--- src/rtl/gpu_vram_readback.sv ---
// gpu_vram_readback: VRAM->CPU rectangle readback engine (GP0 C0h), feeding GPUREAD.
// Walks a rect of 16-bit pixels, issues pipelined VRAM reads, packs pixel pairs
// into 32-bit words and buffers them in a show-ahead output FIFO.
// Optional macro GPU_RDBK_PERF_EN adds the stall_cnt_o fetch-stall counter.
module gpu_vram_readback #(
  parameter int unsigned VRAM_LAT    = 2,
  parameter int unsigned OFIFO_DEPTH = 8
) (
  input  logic        clk,
  input  logic        rst_n,
  input  logic        start_i,
  input  logic        abort_i,
  input  logic [9:0]  src_x_i,
  input  logic [8:0]  src_y_i,
  input  logic [9:0]  size_w_i,
  input  logic [8:0]  size_h_i,
  output logic        vram_req_o,
  output logic [19:0] vram_addr_o,
  input  logic        vram_gnt_i,
  input  logic [15:0] vram_rdata_i,
  input  logic        rd_en_i,
  output logic [31:0] rd_data_o,
  output logic        rd_valid_o,
  output logic        busy_o,
  output logic        done_o
`ifdef GPU_RDBK_PERF_EN
  ,
  output logic [15:0] stall_cnt_o
`endif
);

  localparam int unsigned PW = $clog2(OFIFO_DEPTH);
  localparam int unsigned CW = PW + 1;

  typedef enum logic [1:0] {
    S_IDLE  = 2'd0,
    S_FETCH = 2'd1,
    S_DRAIN = 2'd2
  } state_e;

  state_e state_q, state_d;

  // Rect parameters and walk position
  logic [9:0]  x0_q, x0_d, wm1_q, wm1_d, col_q, col_d;
  logic [8:0]  y0_q, y0_d, hm1_q, hm1_d, row_q, row_d;
  logic        par_q, par_d;

  // Request port
  logic        req_q, req_d;
  logic [19:0] addr_q, addr_d;

  // Return valid pipe with halfword parity and last-halfword tags
  logic [VRAM_LAT-1:0] pv_q, pv_d, pp_q, pp_d, pl_q, pl_d;

  // Packing stage
  logic [15:0] lo_q, lo_d;
  logic        push_q, push_d, push_last_q, push_last_d;
  logic [31:0] word_q, word_d;

  // Output FIFO
  logic [31:0] mem_q [OFIFO_DEPTH];
  logic [PW-1:0] wr_ptr_q, wr_ptr_d, rd_ptr_q, rd_ptr_d;
  logic [CW-1:0] fcnt_q, fcnt_d, rsv_q, rsv_d;
  logic [31:0] rd_data_q, rd_data_d;
  logic        rd_valid_q, rd_valid_d, busy_q, busy_d, done_q, done_d;

  // Control strobes
  logic start_c, in_fetch_c, acc_c, last_acc_c, alloc_c, pop_c, wr_c, credit_c;

  // FSM state register
  always_ff @(posedge clk or negedge rst_n) begin
    if (!rst_n) state_q <= S_IDLE;
    else        state_q <= state_d;
  end

  // FSM next-state: abort wins, final pushed word ends the transfer
  always_comb begin
    state_d = state_q;
    case (state_q)
      S_IDLE:  if (start_i)             state_d = S_FETCH;
      S_FETCH: if (last_acc_c)          state_d = S_DRAIN;
      S_DRAIN: if (push_q && push_last_q) state_d = S_IDLE;
      default:                          state_d = S_IDLE;
    endcase
    if (abort_i) state_d = S_IDLE;
  end

  // FSM outputs: control strobes derived from the current state
  always_comb begin
    start_c    = 1'b0;
    in_fetch_c = 1'b0;
    acc_c      = 1'b0;
    last_acc_c = 1'b0;
    start_c    = (state_q == S_IDLE) && start_i && !abort_i;
    in_fetch_c = (state_q == S_FETCH);
    acc_c      = in_fetch_c && req_q && vram_gnt_i;
    last_acc_c = acc_c && (col_q == wm1_q) && (row_q == hm1_q);
  end

  // Rect walk, credit check and registered request/address generation
  always_comb begin
    x0_d    = x0_q;
    y0_d    = y0_q;
    wm1_d   = wm1_q;
    hm1_d   = hm1_q;
    col_d   = col_q;
    row_d   = row_q;
    par_d   = par_q;
    req_d   = 1'b0;
    addr_d  = addr_q;
    alloc_c = acc_c && !par_q;
    pop_c   = rd_en_i && rd_valid_q;
    rsv_d   = rsv_q + CW'(alloc_c) - CW'(pop_c);
    if (start_c) begin
      x0_d   = src_x_i;
      y0_d   = src_y_i;
      wm1_d  = size_w_i - 10'd1;
      hm1_d  = size_h_i - 9'd1;
      col_d  = 10'd0;
      row_d  = 9'd0;
      par_d  = 1'b0;
      addr_d = {1'b0, src_y_i, src_x_i};
    end else if (acc_c) begin
      par_d = !par_q;
      if (col_q == wm1_q) begin
        col_d = 10'd0;
        row_d = row_q + 9'd1;
      end else begin
        col_d = col_q + 10'd1;
      end
    end
    // An odd halfword completes an already-reserved word, so only even ones need a free slot
    credit_c = par_d || (rsv_d < CW'(OFIFO_DEPTH));
    if (in_fetch_c) begin
      if (req_q && !vram_gnt_i) begin
        req_d = 1'b1;
      end else begin
        addr_d = {1'b0, 9'(y0_q + row_d), 10'(x0_q + col_d)};
        req_d  = !last_acc_c && credit_c;
      end
    end
    if (abort_i) begin
      req_d = 1'b0;
      rsv_d = '0;
    end
  end

  // Return pipe: tracks accepted requests until their data arrives
  always_comb begin
    pv_d    = '0;
    pp_d    = pp_q;
    pl_d    = pl_q;
    pv_d[0] = acc_c && !abort_i;
    pp_d[0] = par_q;
    pl_d[0] = last_acc_c;
    for (int unsigned i = 1; i < VRAM_LAT; i++) begin
      pv_d[i] = pv_q[i-1] && !abort_i;
      pp_d[i] = pp_q[i-1];
      pl_d[i] = pl_q[i-1];
    end
  end

  // Packing: even halfword to the low half, odd (or final odd-count) pushes the word
  always_comb begin
    lo_d        = lo_q;
    push_d      = 1'b0;
    push_last_d = 1'b0;
    word_d      = word_q;
    if (!abort_i && pv_q[VRAM_LAT-1]) begin
      if (!pp_q[VRAM_LAT-1]) begin
        lo_d = vram_rdata_i;
        if (pl_q[VRAM_LAT-1]) begin
          push_d      = 1'b1;
          push_last_d = 1'b1;
          word_d      = {16'h0000, vram_rdata_i};
        end
      end else begin
        push_d      = 1'b1;
        push_last_d = pl_q[VRAM_LAT-1];
        word_d      = {vram_rdata_i, lo_q};
      end
    end
    done_d = push_d && push_last_d;
  end

  // Output FIFO pointers, count and registered show-ahead head
  always_comb begin
    wr_c      = push_q && !abort_i;
    wr_ptr_d  = wr_ptr_q + PW'(wr_c);
    rd_ptr_d  = rd_ptr_q + PW'(pop_c);
    fcnt_d    = fcnt_q + CW'(wr_c) - CW'(pop_c);
    rd_data_d = mem_q[rd_ptr_d];
    if (wr_c && (rd_ptr_d == wr_ptr_q)) rd_data_d = word_q;
    if (fcnt_d == '0) rd_data_d = 32'h0;
    if (abort_i) begin
      wr_ptr_d  = '0;
      rd_ptr_d  = '0;
      fcnt_d    = '0;
      rd_data_d = 32'h0;
    end
    rd_valid_d = (fcnt_d != '0);
    busy_d     = (state_d != S_IDLE);
  end

  // FIFO storage
  always_ff @(posedge clk or negedge rst_n) begin
    if (!rst_n) begin
      for (int unsigned i = 0; i < OFIFO_DEPTH; i++) mem_q[i] <= 32'h0;
    end else if (wr_c) begin
      mem_q[wr_ptr_q] <= word_q;
    end
  end

  // Datapath registers
  always_ff @(posedge clk or negedge rst_n) begin
    if (!rst_n) begin
      x0_q        <= '0;
      y0_q        <= '0;
      wm1_q       <= '0;
      hm1_q       <= '0;
      col_q       <= '0;
      row_q       <= '0;
      par_q       <= 1'b0;
      req_q       <= 1'b0;
      addr_q      <= '0;
      pv_q        <= '0;
      pp_q        <= '0;
      pl_q        <= '0;
      lo_q        <= '0;
      push_q      <= 1'b0;
      push_last_q <= 1'b0;
      word_q      <= '0;
      wr_ptr_q    <= '0;
      rd_ptr_q    <= '0;
      fcnt_q      <= '0;
      rsv_q       <= '0;
      rd_data_q   <= '0;
      rd_valid_q  <= 1'b0;
      busy_q      <= 1'b0;
      done_q      <= 1'b0;
    end else begin
      x0_q        <= x0_d;
      y0_q        <= y0_d;
      wm1_q       <= wm1_d;
      hm1_q       <= hm1_d;
      col_q       <= col_d;
      row_q       <= row_d;
      par_q       <= par_d;
      req_q       <= req_d;
      addr_q      <= addr_d;
      pv_q        <= pv_d;
      pp_q        <= pp_d;
      pl_q        <= pl_d;
      lo_q        <= lo_d;
      push_q      <= push_d;
      push_last_q <= push_last_d;
      word_q      <= word_d;
      wr_ptr_q    <= wr_ptr_d;
      rd_ptr_q    <= rd_ptr_d;
      fcnt_q      <= fcnt_d;
      rsv_q       <= rsv_d;
      rd_data_q   <= rd_data_d;
      rd_valid_q  <= rd_valid_d;
      busy_q      <= busy_d;
      done_q      <= done_d;
    end
  end

  assign vram_req_o  = req_q;
  assign vram_addr_o = addr_q;
  assign rd_data_o   = rd_data_q;
  assign rd_valid_o  = rd_valid_q;
  assign busy_o      = busy_q;
  assign done_o      = done_q;

`ifdef GPU_RDBK_PERF_EN
  logic [15:0] stall_q, stall_d;
  logic        stall_c;

  // Fetch-stall counter: blocked by missing credit or by an ungranted request
  always_comb begin
    stall_c = in_fetch_c &&
              ((req_q && !vram_gnt_i) || (!req_q && !(par_q || (rsv_q < CW'(OFIFO_DEPTH)))));
    stall_d = stall_q;
    if (stall_c && (stall_q != 16'hFFFF)) stall_d = stall_q + 16'd1;
    if (start_c || abort_i) stall_d = 16'h0;
  end

  // Stall counter register
  always_ff @(posedge clk or negedge rst_n) begin
    if (!rst_n) stall_q <= 16'h0;
    else        stall_q <= stall_d;
  end

  assign stall_cnt_o = stall_q;
`endif

endmodule
--- config.mk ---
export PLATFORM = sky130hd
export DESIGN_NAME = gpu_vram_readback
export DESIGN_NICKNAME = d
export VERILOG_FILES = /design/src/rtl/gpu_vram_readback.sv
export SDC_FILE = /design/constraint.sdc
export NUM_CORES = 1
export LEC_CHECK = 0
export CAP_MARGIN = 20
export CORE_ASPECT_RATIO = 1.1
export CORE_MARGIN = 1.5
export CORE_UTILIZATION = 61
export DETAILED_ROUTE_END_ITERATION = 7
export PLACE_DENSITY = 0.81
export SYNTH_ARGS = -nofsm -noshare
export SYNTH_HDL_FRONTEND = slang
export SYNTH_SLANG_ARGS = --single-unit
--- constraint.sdc ---
create_clock -name clk -period 9.5 [get_ports clk]
set_clock_uncertainty 0.15 [all_clocks]
set_input_delay 0.95 -clock clk [delete_from_list [all_inputs] [get_ports clk]]
set_output_delay 0.95 -clock clk [all_outputs]
set_load 0.02 [all_outputs]
# Yosys cells after proc, flatten, opt, wreduce, memory -nomap -nowiden
# Index checks and enable logic that the tools add are counted.
# totals
input_bits	60
regBits	442
mem_count	0
rom_bits	0
latch_bits	0
output_inout_bits	56
ramBits	0
# classes
n_bitwise	3
n_mux	39
shift	0
n_reduce_logical	30
n_addsub	12
multipliers	0
div	0
n_eq_ne	5
magnitude_cmp	4
# op_table
operator	n
256-bit bitwise mux	1
32-bit 2-to-1 mux	8
32-bit binary-select mux with 3-bit select	1
32-bit demux with 3-bit select	1
20-bit 2-to-1 mux	3
10-bit 2-to-1 mux	3
9-bit 2-to-1 mux	3
1-bit logical AND	18
10-bit by 1-bit adder with 10-bit output, second input constant	1
10-bit adder	1
10-bit equality test	1
1-bit 2-to-1 mux	10
10-bit by 1-bit subtractor with 10-bit output, second input constant	1
9-bit by 1-bit adder with 9-bit output, second input constant	1
9-bit adder	1
9-bit equality test	1
9-bit by 1-bit subtractor with 9-bit output, second input constant	1
4-bit by 1-bit adder with 4-bit output	2
4-bit >= comparator, second input constant	2
2-bit 2-to-1 mux	4
4-bit 2-to-1 mux	2
3-bit NOT with 4-bit output	2
4-bit by 1-bit subtractor with 4-bit output	2
3-bit by 1-bit adder with 3-bit output	2
15 further kinds	21

# Depth between registers and ports, before layout
# depth
depth_word	12
mapped_depth	18
mapped_depth_nobuf	16

# Worst setup path after synthesis
# Ideal clock, no wire load.
# synth_timing
kind	input port to flip-flop
start	in abort_i
end	reg addr_q[9], in the netlist vram_addr_o[9]
t_arrival_ps	3519
required_ps	9267
stages	13
n_path_buf	1
setup_ps	83
path_slack_ps	5749
cell_sequence	nor4b_1 -> or2_2 -> buf_2 -> a21o_1 -> inv_1 -> ha_1 -> a21o_1 -> a21oi_1 -> o21a_1 -> o21a_1 -> o21ai_0 -> xnor3_1 -> o21ai_0
# synth_via
elab_chain_cells	6
# synth_rtl
item	line_no	text
from (decl)	12	input logic abort_i,
1-bit logical NOT	94	start_c = (state_q == S_IDLE) && start_i && !abort_i;
1-bit logical AND	94	
10-bit 2-to-1 mux	114	if (start_c) begin
named net col_d[1]	44	logic [9:0] x0_q, x0_d, wm1_q, wm1_d, col_q, col_d;
10-bit adder	138	addr_d = {1'b0, 9'(y0_q + row_d), 10'(x0_q + col_d)};
20-bit 2-to-1 mux	135	if (req_q && !vram_gnt_i) begin
20-bit 2-to-1 mux	134	if (in_fetch_c) begin
named net addr_d[9]	50	logic [19:0] addr_q, addr_d;
to (signal assigned)	250	addr_q <= addr_d;
to (decl)	50	
# The timed path passes the listed nets, and every way through them passes these cells.
# A chain may end at the register's enable or synchronous reset.

# Worst setup path after layout
# layout_timing
start	in vram_gnt_i
end	reg addr_q[17], in the netlist vram_addr_o[17]
# layout_via
elab_chain_cells	6
# layout_rtl
item	line_no	text
from (decl)	19	input logic vram_gnt_i,
1-bit logical AND	96	acc_c = in_fetch_c && req_q && vram_gnt_i;
9-bit 2-to-1 mux	123	end else if (acc_c) begin
9-bit 2-to-1 mux	114	
named net row_d[1]	45	logic [8:0] y0_q, y0_d, hm1_q, hm1_d, row_q, row_d;
9-bit adder	138	
20-bit 2-to-1 mux	135	
20-bit 2-to-1 mux	134	
named net addr_d[17]	50	
# The timed path passes the listed nets, and every way through them passes these cells.

==> flow_summary.ini <==
[detailed_routing]
drt_wl_total_um = 44370
ant_nets = 0
wl_per_cell_um = 21.51
first_iter_violations = 856
vias = 12360
drc = 0
firstDrtPassIters = 5
viasPerCell = 5.992

[place]
portBuffers = 115
gp_congestion = 0.8293
dp_hpwl_um = 26280

[yosys]
syn_nets = 1627
synth.distinct_cells = 54
ys_warn_count = 0
syn_area_um2 = 20240
netlist.area_leader.share_pct = 54.65
postSynth.asyncResetShare_pct = 100.0
yosys_register_bits = 442
syn_inst = 1529
synth_edf_count = 0
synth-main-ff-cell = dfrtp_1
synthTopCellsByArea = dfrtp_1 55%, mux2_2 15%, mux4_2 7.1%, nand2_1 2.6%, mux2i_1 2.4%
ys_seq_area_share_pct = 54.65
syn_area_per_cell_um2 = 13.24
synth_area_leader_cell = dfrtp_1

[finish]
final_cell_mix = 442 x dfrtp_1, 272 x mux2_2, 139 x nand2_1
fin_nets = 1699
multi_input_area_um2 = 8594
fillers = 2143
final_common_cell = dfrtp_1
area_growth_pct = 14.92
seq_area_um2 = 11060
drive_above_1_share_pct = 28.44

[grt]
grt_pass1_wl_um = 71910
antenna_found_initial = 2
first_global_vias = 13270
grt_use_total_pct = 26.89
overflow = 0
grt_start_max_net_pins = 182

[floorplan]
die_w_um = 176.7
num_rows = 69
coreArea_um2 = 32460
ios = 116
dieHeight_um = 194.0
die_area_um2 = 34280
initial_core_util_pct = 62.35

[timing]
setup_viol = 0
setup_tns_ps = 0
relSlewSlack_pct = 27.25
fmax_mhz = 240.0
fin_crit_sh_pct = 43.86
grt_setup_unrepaired = false
period_needed_ps = 4166
holdWs_ps = 199.3
tightest_slew_ps = 1089
hold_viol_final = 0
maxSlewViolCount = 0

[worst_setup_path]
start_kind = input pin
path_max_fanout = 8
path_buf_inv = 3
critPathTopFamily = compound AO/OA/AOI/OAI gates
r2r_slack_ps = 5700
worstPathArrival_ps = 4430
slowest_stage = clkdlybuf4s50_1
critical-path-max-stage-delay_ps = 520
critPathCaptureType = flop
worstRegToRegCells = 15
crit_type = in -> reg
crit_cells = 16
worstPathRequired_ps = 9770
crit_path_cell_trace = clkdlybuf4s50_1 -> nand4b_4 -> inv_2 -> nand2_1 -> nor4_4 -> mux2i_1 -> or2_2 -> inv_1 -> ha_1 -> a21o_1 -> a21oi_1 -> o21bai_1 -> a211o_1 -> a31oi_1 -> xor2_1 -> o21ai_0

[cts]
cts_tree = built
post_cts_buffers = 0
cts_resized = 0
cts_buffer_depth = 3
numClockSinks = 442
cts_buffers = 45
root_buffer = clkbuf_16
htree_levels = 2
clk_pin_slew_worst_paths_ps = 60
postCtsHoldBufs = 0
clkLatencyLatePin_ps = 560

[hold_path]
holdPathStages = 0
hold_path.class = reg -> reg

[outcome]
outcome = finished, final reports clean

[power]
p_leak_nw = 10.98
powerDensity_nw_per_um2 = 201.4
ir_worst_vdd_mv = 0.1504

[flow_run]
cap_viol_max_count = 0
## worst register-to-register path, cell delays in order (launching register included)
cell	delay (ps)
dfrtp_1	460
nand4b_4	270
inv_2	170
nand2_1	100
nor4_4	440
mux2i_1	150
or2_2	320
inv_1	90
ha_1	240
a21o_1	180
a21oi_1	250
o21bai_1	130
a211o_1	300
a31oi_1	190
xor2_1	150
o21ai_0	80
## power breakdown
part	switching [mW]	internal (mW)	total, mW	leakage, nW
clock	0.742	1.10	1.84	0.764
combinational	0.440	0.345	0.785	4.15
sequential	0.0815	1.98	2.06	6.06
total	1.26	3.42	4.68	11.0
## metrics by stage
stage | cell area (um2) | utilization, % | setup WS [ps] | cells | power (mW)
after floorplan | 20240 | - | 5749 | 1529 | 2.587
after global placement | 21620 | 66.61 | 4933 | 1977 | 2.846
after detailed placement | 21640 | 66.67 | 4878 | 1978 | 2.874
after CTS | 23200 | 71.48 | 5386 | 2059 | 4.718
after global routing | 23260 | 71.65 | 5128 | 2063 | 4.878
final | 23260 | 71.65 | 5334 | 2063 | 4.683
## path summary, 6_finish.rpt
check / startpoint / endpoint
setup / recovery: vram_gnt_i / vram_addr_o[17]
hold / removal: pl_q[0] / pl_q[1]
setup reg to reg: state_q[1] / vram_addr_o[17]
hold reg to reg: pl_q[0] / pl_q[1]
max in group asynchronous: rst_n / rd_data_o[20]
min in group asynchronous: rst_n / rd_data_o[3]
## cell usage after synthesis (all sizes together), types with 4 or more instances
| cell | instances |
|---|---|
| a211oi | 33 |
| a21o | 5 |
| a21oi | 15 |
| a22o | 16 |
| a31oi | 14 |
| and2 | 4 |
| buf | 51 |
| clkbuf | 64 |
| dfrtp | 442 |
| fa | 4 |
| ha | 34 |
| inv | 27 |
| mux2 | 272 |
| mux2i | 50 |
| mux4 | 64 |
| nand2 | 139 |
| nand2b | 6 |
| nand3 | 7 |
| nand4 | 12 |
| nor2 | 89 |
| nor2b | 16 |
| nor3 | 9 |
| nor4 | 5 |
| o21a | 4 |
| o21ai | 47 |
| xnor2 | 52 |
| xor2 | 17 |
## kinds of logic (layout without fill, tap and decap cells)
family	Yosys count	in the layout	synth area share [%]
adders and majority gates	38	38	2.498
buffers and inverters	142	248	3.252
DFF	442	442	54.65
xor gates and xnor gates	71	71	3.357
and+or+nand+nor	307	307	6.924
muxes	386	386	24.75
other	0	2	0
AOI/OAI and AO/OA	143	143	4.569
## layout make-up
cell class,instances,area share [%]
Clock buffer,69,6.004
Tap cell,426,2.292
Antenna cell,2,0.02152
Sequential cell,442,47.56
Multi-Input combinational cell,945,36.95
Timing Repair Buffer,140,6.025
Inverter,27,0.4358
Clock inverter,12,0.7101
## per-layer routing
| metal | track usage [%] | vias to the layer above | share of wire (%) |
|---|---|---|---|
| met3 | 3.843 | 93 | 3.4 |
| met1 | 35.70 | 6465 | 42 |
| met5 | 0 | - | 0 |
| met2 | 45.62 | 254 | 52 |
| li1 | - | 5550 | - |
| met4 | 8.977 | 0 | 2.8 |
## state kept, by name (all words and copies together) (netlist names), 3 cells and up
name / cells
vram_addr_o: 20
mem_q: 256
lo_q: 16
fcnt_q: 4
y0_q: 9
rd_data_o: 32
rd_ptr_q: 3
word_q: 32
col_q: 10
wr_ptr_q: 3
rsv_q: 4
hm1_q: 9
row_q: 9
x0_q: 10
wm1_q: 10
Note: power is estimated with default switching activity, not from simulation.
